==> src/rtl/approx_div_pkg.sv <==
// approx_div_pkg: shared types, widths and helpers for approximate-divider monitors
package approx_div_pkg;
  localparam int DIV_N_W = 16;
  localparam int DIV_D_W = DIV_N_W / 2;
  typedef enum logic [1:0] {IDLE, CALC, ACCUM} state_e;
  function automatic logic [DIV_D_W-1:0] abs_diff(input logic [DIV_D_W-1:0] a, input logic [DIV_D_W-1:0] b);
    return a >= b ? a - b : b - a;
  endfunction
endpackage

==> src/rtl/seq_restoring_div.sv <==
// seq_restoring_div: N_W/N_W/2 restoring divider, one quotient bit per cycle, done pulses when q/r are valid
module seq_restoring_div #(
  parameter int N_W = 16
) (
  input  logic             clk,
  input  logic             rst,
  input  logic             start,
  input  logic [N_W-1:0]   n,
  input  logic [N_W/2-1:0] d,
  output logic             done,
  output logic [N_W/2-1:0] q,
  output logic [N_W/2-1:0] r
);
  localparam int D_W = N_W / 2;
  localparam int C_W = $clog2(D_W + 1);
  logic [D_W-1:0] rem_q, sh_q, d_q;
  logic [C_W-1:0] cnt_q;
  logic           done_q;
  logic [D_W:0]   t;
  logic           ge;
  assign t    = {rem_q, sh_q[D_W-1]};
  assign ge   = t >= {1'b0, d_q};
  assign done = done_q;
  assign q    = sh_q;
  assign r    = rem_q;
  // quotient bits shift into sh_q as the dividend's low bits shift out
  always_ff @(posedge clk or posedge rst) begin
    if (rst) begin
      rem_q  <= '0;
      sh_q   <= '0;
      d_q    <= '0;
      cnt_q  <= '0;
      done_q <= 1'b0;
    end else begin
      done_q <= cnt_q == C_W'(1);
      if (start) begin
        rem_q <= n[N_W-1:D_W];
        sh_q  <= n[D_W-1:0];
        d_q   <= d;
        cnt_q <= C_W'(D_W);
      end else if (cnt_q != '0) begin
        rem_q <= ge ? D_W'(t - {1'b0, d_q}) : t[D_W-1:0];
        sh_q  <= {sh_q[D_W-2:0], ge};
        cnt_q <= cnt_q - C_W'(1);
      end
    end
  end
endmodule

==> src/rtl/approx_div_mae_monitor.sv <==
// approx_div_mae_monitor: recomputes exact q/r for each sample of an approximate divider
// and accumulates saturating error statistics.
module approx_div_mae_monitor
  import approx_div_pkg::*;
#(
  parameter int N_W   = DIV_N_W,
  parameter int ACC_W = 32,
  parameter int CNT_W = 24
) (
  input  logic             clk,
  input  logic             rst,
  input  logic             in_valid,
  output logic             in_ready,
  input  logic [N_W-1:0]   in_n,
  input  logic [N_W/2-1:0] in_d,
  input  logic [N_W/2-1:0] in_q,
  input  logic [N_W/2-1:0] in_r,
  input  logic             clear,
  output logic             busy,
  output logic [CNT_W-1:0] sample_cnt,
  output logic [CNT_W-1:0] skip_cnt,
  output logic [ACC_W-1:0] err_q_sum,
  output logic [N_W/2-1:0] err_q_max,
  output logic [ACC_W-1:0] err_r_sum
);
  localparam int D_W = N_W / 2;
  state_e           state_q;
  logic [D_W-1:0]   q_cap_q, r_cap_q, q_ex, r_ex, eq, er, err_q_max_q;
  logic [CNT_W-1:0] sample_cnt_q, skip_cnt_q;
  logic [ACC_W-1:0] err_q_sum_q, err_r_sum_q, err_q_sum_d, err_r_sum_d;
  logic [ACC_W:0]   q_add, r_add;
  logic             accept, skip, start, done;
  assign in_ready   = state_q == IDLE;
  assign busy       = !in_ready;
  assign accept     = in_valid && in_ready;
  assign skip       = in_d == '0 || in_n[N_W-1:D_W] >= in_d;
  assign start      = accept && !skip;
  assign sample_cnt = sample_cnt_q;
  assign skip_cnt   = skip_cnt_q;
  assign err_q_sum  = err_q_sum_q;
  assign err_q_max  = err_q_max_q;
  assign err_r_sum  = err_r_sum_q;
  seq_restoring_div #(.N_W(N_W)) u_div (
    .clk  (clk),
    .rst  (rst),
    .start(start),
    .n    (in_n),
    .d    (in_d),
    .done (done),
    .q    (q_ex),
    .r    (r_ex)
  );
  always_comb begin
    eq          = abs_diff(q_ex, q_cap_q);
    er          = abs_diff(r_ex, r_cap_q);
    q_add       = {1'b0, err_q_sum_q} + (ACC_W+1)'(eq);
    r_add       = {1'b0, err_r_sum_q} + (ACC_W+1)'(er);
    err_q_sum_d = q_add[ACC_W] ? '1 : q_add[ACC_W-1:0];
    err_r_sum_d = r_add[ACC_W] ? '1 : r_add[ACC_W-1:0];
  end
  always_ff @(posedge clk or posedge rst) begin
    if (rst) begin
      state_q      <= IDLE;
      q_cap_q      <= '0;
      r_cap_q      <= '0;
      sample_cnt_q <= '0;
      skip_cnt_q   <= '0;
      err_q_sum_q  <= '0;
      err_q_max_q  <= '0;
      err_r_sum_q  <= '0;
    end else begin
      state_q <= start ? CALC : (state_q == CALC && done) ? ACCUM : state_q == ACCUM ? IDLE : state_q;
      if (start) begin
        q_cap_q <= in_q;
        r_cap_q <= in_r;
      end
      // clear beats a same-cycle skip or accumulate, dropping that sample
      if (clear) begin
        sample_cnt_q <= '0;
        skip_cnt_q   <= '0;
        err_q_sum_q  <= '0;
        err_q_max_q  <= '0;
        err_r_sum_q  <= '0;
      end else begin
        if (accept && skip) skip_cnt_q <= &skip_cnt_q ? skip_cnt_q : skip_cnt_q + CNT_W'(1);
        if (state_q == ACCUM) begin
          sample_cnt_q <= &sample_cnt_q ? sample_cnt_q : sample_cnt_q + CNT_W'(1);
          err_q_sum_q  <= err_q_sum_d;
          err_r_sum_q  <= err_r_sum_d;
          err_q_max_q  <= eq > err_q_max_q ? eq : err_q_max_q;
        end
      end
    end
  end
endmodule
==> config.mk <==
export PLATFORM = sky130hd
export DESIGN_NAME = approx_div_mae_monitor
export DESIGN_NICKNAME = d
export VERILOG_FILES = /design/src/rtl/approx_div_pkg.sv /design/src/rtl/seq_restoring_div.sv /design/src/rtl/approx_div_mae_monitor.sv
export SDC_FILE = /design/constraint.sdc
export NUM_CORES = 1
export LEC_CHECK = 0
export CORE_MARGIN = 5
export CORE_UTILIZATION = 45
export DETAILED_ROUTE_END_ITERATION = 16
export PLACE_DENSITY = 0.69
export SYNTH_ARGS = -nofsm -noshare
export SYNTH_HDL_FRONTEND = slang
export SYNTH_SLANG_ARGS = --single-unit
==> constraint.sdc <==
create_clock -name clk -period 15.8 [get_ports clk]
set_input_delay 3.16 -clock clk [delete_from_list [all_inputs] [get_ports clk]]
set_output_delay 3.16 -clock clk [all_outputs]
set_load 0.02 [all_outputs]
Yosys cells after proc, flatten, opt, wreduce, memory -nomap -nowiden --
Cells that the tools add are included.
Cells by class: add/subtract/negate cells 10, magnitude comparators 5, eq/ne operators 5, muxes and demuxes 27, reduce and logical (&&, ||, !) cells 20
Operator list (count):
- two-way mux 32 bit | 6
- two-way mux 24 bit | 6
- two-way mux 8 bit | 10
- adder 32 x 8 -> 33 bit | 2
- adder 24 x 1 -> 24 bit (second input constant) | 2
- AND reduction 24 bit | 2
- subtractor 8 bit | 5
- >= comparator 8 bit | 3
- >= comparator 9 x 8 -> 1 bit | 1
- greater-than comparator 8 bit | 1
- logical NOT 8 bit | 1
- two-way mux 4 bit | 2
- nonzero test 2 bit | 4
- two-way mux 2 bit | 3
- AND reduction 2 bit | 3
- == test 4 x 1 -> 1 bit (second input constant) | 1
- logical AND 1 bit | 4
- inequality test 2 bit (second input constant) | 2
- nonzero test 4 bit | 1
- subtractor 4 x 1 -> 4 bit (second input constant) | 1
- nonzero test 3 bit | 1
- == test 2 x 1 -> 1 bit (second input constant) | 1
- == test 2 bit (second input constant) | 1
- logical NOT 1 bit | 2
- 2 further kinds | 2
Storage, ports and cells: bits in registers 167, output and inout bits 122

Depth between registers and ports, before layout --
Gate-level depths: netlist of the first run.
word-level depth 6, mapped depth 20, mapped depth without buffers 19

Hierarchy --
From an unflattened synthesis of the first run, not the netlist that was laid out.
Second synthesis, totals: cell total of the unflattened synthesis 1246, area total of the unflattened synthesis 11069.4 um^2
Modules (own cells, without submodules):
- approx_div_mae_monitor | instances 1, cells an instance 1050, area each 9275.1 um^2
- seq_restoring_div | instances 1, cells an instance 196, area each 1794.2 um^2

Worst setup path after synthesis of the first run --
Ideal clock, no wire load.
path kind input -> register, from in in_n[8], to reg skip_cnt_q[12], in the netlist skip_cnt[12], arrival time 4.924 ns, slack 10.744 ns, cell stages on the path 11, path buffers 2, path through inv_1 > ha_1 > nand2b_1 > a21o_1 > a21oi_1 > o311a_1 > clkbuf_1 > clkbuf_1 > nor4_1 > xnor2_1 > nor2_1
On the way: word-level cells in the longest chain between the ends 5
Ends and longest elaborated chain:
- start, declared | RTL line approx_div_mae_monitor.sv:14 | input logic [N_W-1:0] in_n,
- >= comparator 8 bit | RTL line approx_div_mae_monitor.sv:36 | assign skip = in_d == '0 || in_n[N_W-1:D_W] >= in_d;
- logical OR 1 bit | RTL line approx_div_mae_monitor.sv:36
- logical AND 1 bit | RTL line approx_div_mae_monitor.sv:85 | if (accept && skip) skip_cnt_q <= &skip_cnt_q ? skip_cnt_q : skip_cnt_q + CNT_W'(1);
- nonzero test 2 bit (no source line)
- AND reduction 2 bit (no source line)
- end signal, assigned | RTL line approx_div_mae_monitor.sv:85
- end, declared | RTL line approx_div_mae_monitor.sv:29 | logic [CNT_W-1:0] sample_cnt_q, skip_cnt_q;
Every way passes these cells. A chain may end at the register's enable or synchronous reset.

Worst setup path after layout of the first run --
from in in_n[8], to reg u_div.rem_q[2], in the netlist u_div.r[2]
On the way: word-level cells in the longest chain between the ends 5, elaborated cells between the ends (all ways) 6, those cells by class order compare: 1; mux: 1; reduce/logical: 4
Ends and longest elaborated chain:
- >= comparator 8 bit (*) | RTL line approx_div_mae_monitor.sv:36
- logical OR 1 bit (*) | RTL line approx_div_mae_monitor.sv:36
- logical NOT 1 bit (*) | RTL line approx_div_mae_monitor.sv:37 | assign start = accept && !skip;
- logical AND 1 bit (*) | RTL line approx_div_mae_monitor.sv:37
- two-way mux 8 bit / nonzero test 2 bit (equally long branches)
- end signal, assigned | RTL line seq_restoring_div.sv:37 | rem_q <= n[N_W-1:D_W];
- end signal, assigned | RTL line seq_restoring_div.sv:42 | rem_q <= ge ? D_W'(t - {1'b0, d_q}) : t[D_W-1:0];
- end, declared | RTL line seq_restoring_div.sv:16 | logic [D_W-1:0] rem_q, sh_q, d_q;
Mark *: on every way between the ends. The rest lies on a longest branch, timed or not.

==> impl_metrics.py, run 1 <==
metrics = {
    "grt": {
        "grt_max_degree": 114,
        "grt_pass1_vias": 9081,
        "grt_overflow": 0,
        "antenna_found_initial": 0,
        "track_usage_pct": 20.9,
        "grt_pass1_wl_um": 46600,
    },
    "run_status": {
        "status": "complete, no violations",
    },
    "die": {
        "rows": 56,
        "die_area_sq_um": 27200,
        "core_area_sq_um": 23500,
        "fp.dieW_um": 165,
        "pin_count": 166,
        "initial_core_util_pct": 46.0,
        "die_y_um": 165,
    },
    "timing": {
        "fin_ws_ns": 9.38,
        "skew_ns": 0.0160,
        "setup_violations": 0,
        "tns_ns": 0,
        "final-hold-violation-count": 0,
        "period_needed_ns": 6.42,
        "tightestPinTransition_ns": 1.11,
        "maxSlewHeadroom_pct": 26.3,
        "slew_violations": 0,
        "max_freq_mhz": 156,
        "rsz0062_at_grt": "no",
        "finalCritPeriodShare_pct": 40.6,
    },
    "setup_path": {
        "startpoint_type": "input pin",
        "crit_path_end_kind": "flip-flop",
        "worstPathRequired_ns": 16.13,
        "slowest_stage": "and2_2",
        "crit_fanout": 60,
        "critPathMaxStageDelay_ns": 0.96,
        "worst-setup-path-type": "input pin to flip-flop",
        "critPathTopFamily": "compound AO/OA/AOI/OAI gates",
        "cp.arrival_ns": 6.75,
        "crit_buf_inv": 2,
        "crit_chain": "clkdlybuf4s50_1 -> inv_1 -> ha_1 -> nand2b_1 -> a21o_1 -> a21oi_1 -> o311a_1 -> and2_2 -> nor2_1 -> a211oi_1",
    },
    "placement": {
        "dp_cells": 1666,
        "pre_cts_ws_ns": 8.95,
        "portBuffers": 165,
        "dp_hpwl_um": 20300,
        "place_congestion": 0.862,
    },
    "clock_tree": {
        "clkSinkCount": 167,
        "clk_pin_slew_ns": 0.07,
        "cts_hold_buffers": 0,
        "cts_setup_buffers": 0,
        "cts_tree": "built",
        "clkLatencyLatePin_ns": 0.43,
        "clock_path_buffers": 2,
        "post_cts_resized": 0,
        "htreeDepth": 4,
        "cts_buffers": 17,
        "cts_root_buffer": "clkbuf_16",
    },
    "routing": {
        "drtIter0Drc": 677,
        "wl_per_cell_um": 16.5,
        "vias": 9521,
        "wirelength_um": 28100,
        "firstDrtPassIters": 5,
        "antenna_left": 0,
        "viasPerCell": 5.61,
        "drcViolationCount": 0,
    },
    "synth": {
        "synth_seq_area_share_pct": 38.6,
        "syn_area_per_cell_sq_um": 8.82,
        "yosysTopAreaCell": "dfrtp_1",
        "synth_fp_nets": 1352,
        "synth-edff-count": 0,
        "synth_top_cell_area_share_pct": 38.6,
        "yosys_warnings": 0,
        "synth_cells": 1227,
        "synth-seq-cells": 167,
        "synth_area_sq_um": 10800,
        "ys.flop_type": "dfrtp_1",
        "synthTopCellsByArea": "dfrtp_1, ha_1, nor2_1",
        "ys_types": 71,
        "async_reset_ff_share_pct": 100,
    },
    "job": {
        "max-cap-violations": 0,
    },
    "worst_hold_path": {
        "min_path_type": "flip-flop to flip-flop",
    },
    "pwr": {
        "power_density_nw_per_um2": 187,
        "ir_drop_uv": 98.0,
        "total_leakage_power_nw": 5.69,
    },
    "layout": {
        "syn2layout_area_growth_pct": 23.1,
        "fin_nets": 1491,
        "fin_util_pct": 56.6,
        "final_cell_mix": "dfrtp_1, clkdlybuf4s50_1, nor2_1",
        "final_common_cell": "dfrtp_1",
        "final_cells": 1698,
        "drive_gt1_share_pct": 4.71,
        "antenna_cells": 0,
    },
}
## area by class of cell
class	instances	area (sq um)
Inverter	88	335
Clock inverter	12	143
Clock buffer	20	447
Multi-Input combinational cell	921	6120
Fill cell	2204	10200
Sequential cell	167	4180
Timing Repair Buffer	171	1690
Tap cell	319	399
## path summary, 6_finish.rpt
kind	from	to	slack, ns	cells past startpoint
setup / recovery	in_n[8]	u_div.r[2]$_DFFE_PP0P_	9.38	10
hold / removal	u_div.done$_DFF_PP0_	state_q[1]$_DFFE_PP0P_	0.49	1
setup reg to reg	u_div.r[0]$_DFFE_PP0P_	err_r_sum[21]$_DFFE_PP0P_	10.74	18
hold reg to reg	u_div.done$_DFF_PP0_	state_q[1]$_DFFE_PP0P_	0.49	1
max in group asynchronous	rst	q_cap_q[1]$_DFFE_PP0P_	11.08	3
min in group asynchronous	rst	skip_cnt[1]$_DFFE_PP0P_	3.32	2
## kinds of logic (layout without fill, tap and decap cells)
group                    count (synthesis)  after routing  share of synthesized area (%)
AO/OA/AOI/OAI                          299            299                           17.7
XOR/XNOR                                70             70                           5.67
adder cells (fa/ha/maj)                 81             81                           9.85
buffers and inverters                  139            291                           4.91
flip-flops                             167            167                           38.6
multiplexers                            22             22                           2.07
AND/OR/NAND/NOR                        449            449                           21.2
## metrics by stage
step | hold WS, ns | total power, mW | cell area [sq um]
final | 0.493 | 2.50 | 13300
after global routing | 0.510 | 2.74 | 13300
after CTS | 0.497 | 2.51 | 13300
after detailed placement | 0.465 | 2.08 | 12700
after global placement | 0.465 | 2.04 | 12700
after floorplan | 0.450 | 1.74 | 10800
## Yosys cell counts, drive strengths merged (9+ instances only)
library cell and count:
dfrtp 167, nor2 116, nand2 99, inv 88, o21ai 86, a21oi 74, ha 74, nand3 52
xnor2 46, clkbuf 44, nor3 41, a31oi 34, a211oi 25, xor2 24, nand4 23, and3 20
mux2i 19, a21o 17, and2 17, nor4 17, nor2b 16, and4 15, a311oi 14, nand2b 9
## registers in the layout, summed over array words and instances, names as in the netlist, 24 cells and up
name,count
sample_cnt,24
skip_cnt,24
err_q_sum,32
err_r_sum,32
## power breakdown
group	internal [mW]	switching, mW	total, mW
Sequential	0.505	0.0713	0.577
Clock	0.240	0.183	0.424
Combinational	0.629	0.866	1.50
## layer usage
metal / vias to the layer above / GRT usage, % / wire (um)
li1: 4659 / - / -
met1: 4619 / 30.1 / 13400
met2: 225 / 33.2 / 13000
met3: 18 / 3.43 / 1340
met4: 0 / 4.73 / 305
met5: - / 0 / 0
Note: power is estimated with default switching activity, not from simulation.
==> run 2: changes to the inputs <==
- PLACE_DENSITY: 0.69 -> 0.71
- clock period: 15.8 -> 5.9 ns (I/O delays scaled with it)
==> run 2 against run 1 <==
Against the previous run:
- total power increased to 2.7 times the previous value
- clock power increased to 2.6 times the previous value
- die area unchanged
- sequential power increased to 2.7 times the previous value
- global-route usage decreased by 0.25 points
- final cell count increased by 0.24%
- count of clock-buffer cells in the layout decreased by 3
- sequential share of layout area about the same
- critical endpoint is now err_r_sum[21]$_DFFE_PP0P_
- first-iteration DRC count increased by 18%
- critical path depth increased by 8
==> impl_metrics.py, run 2 (synthesis gave the netlist of run 1 again) <==
metrics = {
    "run_status": {
        "status": "complete, no violations",
    },
    "setup_path": {
        "crit_path_end_kind": "flip-flop",
        "r2r-end": "err_r_sum[21]$_DFFE_PP0P_",
        "worst-setup-path-type": "flip-flop to flip-flop",
        "r2r_start": "u_div.r[0]$_DFFE_PP0P_",
        "crit_fanout": 9,
        "cp.arrival_ns": 5.21,
        "startpoint_type": "flip-flop",
        "rrSetupSlack_ns": 0.96,
        "r2r_cells": 18,
        "worstPathRequired_ns": 6.17,
    },
    "worst_hold_path": {
        "hp-start": "u_div.done$_DFF_PP0_",
        "holdPathStages": 1,
        "min_path_type": "flip-flop to flip-flop",
        "holdPathEnd": "state_q[1]$_DFFE_PP0P_",
    },
    "layout": {
        "seq_area_sq_um": 4180,
        "final_cell_mix": "dfrtp_1, clkdlybuf4s50_1, nor2_1",
        "multi_input_area_sq_um": 6120,
        "final_common_cell": "dfrtp_1",
        "drive_gt1_share_pct": 5.13,
        "fill_cells": 2120,
        "fin_util_pct": 56.6,
        "antenna_cells": 0,
        "fin_nets": 1495,
        "final_cells": 1702,
        "syn2layout_area_growth_pct": 23.2,
    },
    "timing": {
        "finalCritPeriodShare_pct": 83.8,
        "period_needed_ns": 4.94,
        "tns_ns": 0,
        "skew_ns": 0.0116,
        "tightestPinTransition_ns": 1.05,
        "rsz0062_at_grt": "no",
        "max_freq_mhz": 202,
        "slew_violations": 0,
        "final-hold-violation-count": 0,
        "setup_violations": 0,
        "maxSlewHeadroom_pct": 29.3,
    },
    "clock_tree": {
        "cts_buffers": 17,
        "clkSinkCount": 167,
        "post_cts_resized": 0,
        "cts_tree": "built",
        "clkLatencyLatePin_ns": 0.43,
        "clock_path_buffers": 2,
        "cts_setup_buffers": 0,
        "htreeDepth": 4,
        "cts_root_buffer": "clkbuf_16",
        "clk_pin_slew_ns": 0.07,
        "cts_hold_buffers": 0,
    },
    "die": {
        "initial_core_util_pct": 46.0,
        "rows": 56,
        "die_area_sq_um": 27200,
        "fp.dieW_um": 165,
        "core_area_sq_um": 23500,
        "pin_count": 166,
        "die_y_um": 165,
    },
    "grt": {
        "grt_pass1_vias": 9094,
        "grt_max_degree": 104,
        "grt_pass1_wl_um": 46100,
        "antenna_found_initial": 0,
        "track_usage_pct": 20.6,
        "grt_overflow": 0,
    },
    "pwr": {
        "ir_drop_uv": 293,
        "total_leakage_power_nw": 5.71,
        "finalPower_mw": 6.67,
        "power_density_nw_per_um2": 500,
    },
    "routing": {
        "firstDrtPassIters": 5,
        "antenna_left": 0,
        "drtIter0Drc": 799,
        "vias": 9525,
        "wirelength_um": 28000,
        "viasPerCell": 5.60,
        "wl_per_cell_um": 16.4,
        "drcViolationCount": 0,
    },
    "placement": {
        "portBuffers": 165,
        "dp_hpwl_um": 20600,
        "place_congestion": 0.869,
        "dp_cells": 1670,
    },
    "job": {
        "max-cap-violations": 0,
    },
}
[run 2: cell count changes in the layout (fill, tap and decap cells not counted), moves of 2 or more]
cell / before / now
buf_4: 7 / 11
clkbuf_1: 2 / 0
clkinv_4: 2 / 0
inv_6: 4 / 8
inv_8: 1 / 3
[run 2: worst max path at each step]
stage	from	end	depth (start not counted)
floorplan	rst	err_q_max[0]$_DFFE_PP0P_	1
global placement	u_div.r[0]$_DFFE_PP0P_	err_r_sum[27]$_DFFE_PP0P_	18
detailed placement	u_div.r[0]$_DFFE_PP0P_	err_r_sum[27]$_DFFE_PP0P_	18
CTS	u_div.r[0]$_DFFE_PP0P_	err_r_sum[21]$_DFFE_PP0P_	18
global route	u_div.r[0]$_DFFE_PP0P_	err_r_sum[27]$_DFFE_PP0P_	18
finish	u_div.r[0]$_DFFE_PP0P_	err_r_sum[21]$_DFFE_PP0P_	18
[run 2: layout make-up]
type                            count  share of cell area (%)
Tap cell                          319                    2.99
Multi-Input combinational cell    921                    45.9
Timing Repair Buffer              175                    12.9
Clock buffer                       17                    3.19
Sequential cell                   167                    31.3
Clock inverter                     15                    1.14
Inverter                           88                    2.51
[run 2: power by group]
group	internal (mW)	switching, mW
Clock	0.599	0.517
Sequential	1.35	0.193
Combinational	1.69	2.32
Total	3.64	3.03
[run 2: worst max-delay path, cell delays in order, from the launching register on]
cell and delay (ns):
dfrtp_1 0.43, inv_1 0.14, ha_1 0.21, inv_1 0.06, fa_1 0.37, a21o_1 0.16, a21oi_1 0.25, a21oi_1 0.10
o211ai_1 0.16, nand2_1 0.25, mux2i_1 0.20, xor2_1 0.17, ha_1 0.35, a21oi_1 0.14, a21oi_1 0.31, o21ai_0 0.18
nor3_1 0.75, and2_0 0.41, a311oi_1 0.15
[run 2: through the flow]
stage                     setup WS (ns)  hold WS, ns  area, sq um
final                             0.956        0.478        13300
after global routing              0.453        0.498        13300
after CTS                         0.931        0.476        13300
after detailed placement          0.940        0.461        12800
after global placement             1.04        0.456        12800
after floorplan                   0.202        0.450        10800
[run 2: metal layers]
layer	track usage, %	up-vias	share of wire (%)
li1	-	4663	-
met4	4.20	0	0.92
met3	3.45	23	5.5
met5	0	-	0
met1	30.1	4565	47
met2	32.6	274	47
==> run 3: changes to the inputs <==
- PLACE_DENSITY: 0.71 -> 0.69
- clock period: 5.9 -> 5 ns (I/O delays scaled with it)
==> run 3 against run 2 <==
Against the previous run:
- maximum frequency is 7.1% higher
- core utilization is 0.24 points higher
- clock skew is 0.00098 ns lower
- count of clock-buffer cells in the layout is 1 higher
- global-route usage is 0.15 points higher
- register-to-register slack worse by 0.57 ns
- via count is 0.14% lower
- worst setup slack worse by 0.57 ns
- first-iteration DRC count is 12% lower
- flip-flop and latch count stayed put
- final cell count is 0.35% higher
- critical path type unchanged
- largest power group unchanged
- highest routed layer unchanged
==> impl_metrics.py, run 3 (synthesis gave the netlist of run 1 again) <==
metrics = {
    "clock_tree": {
        "cts_hold_buffers": 0,
        "clkSinkCount": 167,
        "cts_buffers": 17,
        "cts_root_buffer": "clkbuf_16",
        "cts_tree": "built",
        "clkLatencyLatePin_ns": 0.43,
        "clk_pin_slew_ns": 0.07,
        "htreeDepth": 4,
        "clock_path_buffers": 2,
    },
    "timing": {
        "maxSlewHeadroom_pct": 28.5,
        "setup_violations": 0,
        "slew_violations": 0,
        "final-hold-violation-count": 0,
        "skew_ns": 0.0107,
        "rsz0062_at_grt": "no",
        "tightestPinTransition_ns": 1.07,
        "fin_ws_ns": 0.385,
        "finalCritPeriodShare_pct": 92.3,
        "tns_ns": 0,
        "period_needed_ns": 4.62,
        "holdWs_ns": 0.479,
        "max_freq_mhz": 217,
    },
    "routing": {
        "vias": 9512,
        "antenna_left": 0,
        "wirelength_um": 28000,
        "viasPerCell": 5.57,
        "drtIter0Drc": 706,
        "wl_per_cell_um": 16.4,
        "firstDrtPassIters": 7,
        "drcViolationCount": 0,
    },
    "pwr": {
        "ir_drop_uv": 305,
        "power_density_nw_per_um2": 591,
        "total_leakage_power_nw": 5.74,
    },
    "setup_path": {
        "worst-setup-path-type": "flip-flop to flip-flop",
        "crit_buf_inv": 3,
        "crit_top_cell": "inv_1",
        "critPathMaxStageDelay_ns": 0.51,
        "crit_fanout": 7,
        "startpoint_type": "flip-flop",
        "crit_path_end_kind": "flip-flop",
        "slowest_stage": "a2111oi_4",
        "cp.arrival_ns": 4.95,
        "worstPathRequired_ns": 5.33,
        "critPathTopFamily": "compound AO/OA/AOI/OAI gates",
        "crit_chain": "inv_1 -> ha_1 -> inv_1 -> fa_1 -> a21o_1 -> a21oi_1 -> a21oi_1 -> o211ai_1 -> nand2_1 -> mux2_2 -> inv_1 -> fa_1 -> nor2b_1 -> o21ai_0 -> a21o_1 -> a2111oi_4 -> and2_1 -> a31oi_1 -> a211oi_1",
    },
    "layout": {
        "final_cell_mix": "dfrtp_1, clkdlybuf4s50_1, nor2_1",
        "drive_gt1_share_pct": 5.54,
        "final_area_sq_um": 13400,
        "fin_nets": 1501,
        "antenna_cells": 0,
        "fin_util_pct": 56.9,
        "syn2layout_area_growth_pct": 23.8,
        "final_common_cell": "dfrtp_1",
        "fill_cells": 2164,
    },
    "worst_hold_path": {
        "min_path_type": "flip-flop to flip-flop",
    },
    "die": {
        "initial_core_util_pct": 46.0,
        "fp.dieW_um": 165,
        "rows": 56,
        "core_area_sq_um": 23500,
        "pin_count": 166,
        "die_y_um": 165,
        "die_area_sq_um": 27200,
    },
    "grt": {
        "track_usage_pct": 20.8,
        "grt_pass1_wl_um": 46200,
        "grt_overflow": 0,
        "antenna_found_initial": 0,
        "grt_max_degree": 97,
        "grt_pass1_vias": 9112,
    },
    "job": {
        "max-cap-violations": 0,
    },
    "placement": {
        "place_area_sq_um": 12800,
        "pre_cts_ws_ns": 0.331,
        "place_congestion": 0.893,
        "portBuffers": 165,
        "dp_hpwl_um": 20400,
    },
    "run_status": {
        "status": "complete, no violations",
    },
}
-- run 3: cell count changes in the layout (fill, tap and decap cells not counted), sizes merged --
| cell | delta |
|---|---|
| inv | -4 |
| buf | +6 |
| clkinv | +3 |
| clkbuf | +1 |
-- run 3: what timing repair did --
item / CTS / global route
setup buffers: 0 / 0
endpoints found under the setup margin: 0 / 6
gates resized for setup: 0 / 1
-- run 3: final cells by class --
cell class | instances | area, sq um | area share (%)
multi-input cells | 921 | 6120 | 45.7
well taps | 319 | 399 | 2.98
clock inverters | 14 | 139 | 1.04
clock buffers | 18 | 439 | 3.28
repair buffers | 181 | 1780 | 13.3
inverters | 88 | 334 | 2.49
flip-flops and latches | 167 | 4180 | 31.2
-- run 3: stage by stage --
step	instances	power, mW
after floorplan	1227	5.51
final	1708	7.92
after global placement	1676	6.46
after detailed placement	1676	6.59
after global routing	1708	8.72
after CTS	1708	7.95
-- run 3: final timing paths --
check,startpoint,to,slack [ns],cells past startpoint
worst max-delay path,u_div.r[0]$_DFFE_PP0P_,err_r_sum[26]$_DFFE_PP0P_,0.38,19
max in group asynchronous,rst,state_q[1]$_DFFE_PP0P_,2.96,3
worst max register to register,u_div.r[0]$_DFFE_PP0P_,err_r_sum[26]$_DFFE_PP0P_,0.38,19
worst min register to register,u_div.done$_DFF_PP0_,state_q[1]$_DFFE_PP0P_,0.48,1
min in group asynchronous,rst,err_r_sum[7]$_DFFE_PP0P_,1.10,2
worst min-delay path,u_div.done$_DFF_PP0_,state_q[1]$_DFFE_PP0P_,0.48,1
-- run 3: layer usage --
| layer | routed length, um | track usage [%] | vias up | part of all wire [%] |
|---|---|---|---|---|
| met5 | 0 | 0 | - | 0 |
| met4 | 253 | 4.61 | 0 | 0.90 |
| li1 | - | - | 4680 | - |
| met2 | 13100 | 33.1 | 236 | 47 |
| met1 | 13100 | 29.8 | 4578 | 47 |
| met3 | 1500 | 3.72 | 18 | 5.4 |
-- run 3: report_power, final --
part           switching [mW]  total (mW)  internal, mW
clock network           0.609        1.32         0.715
logic                    2.76        4.78          2.02
registers               0.221        1.82          1.60
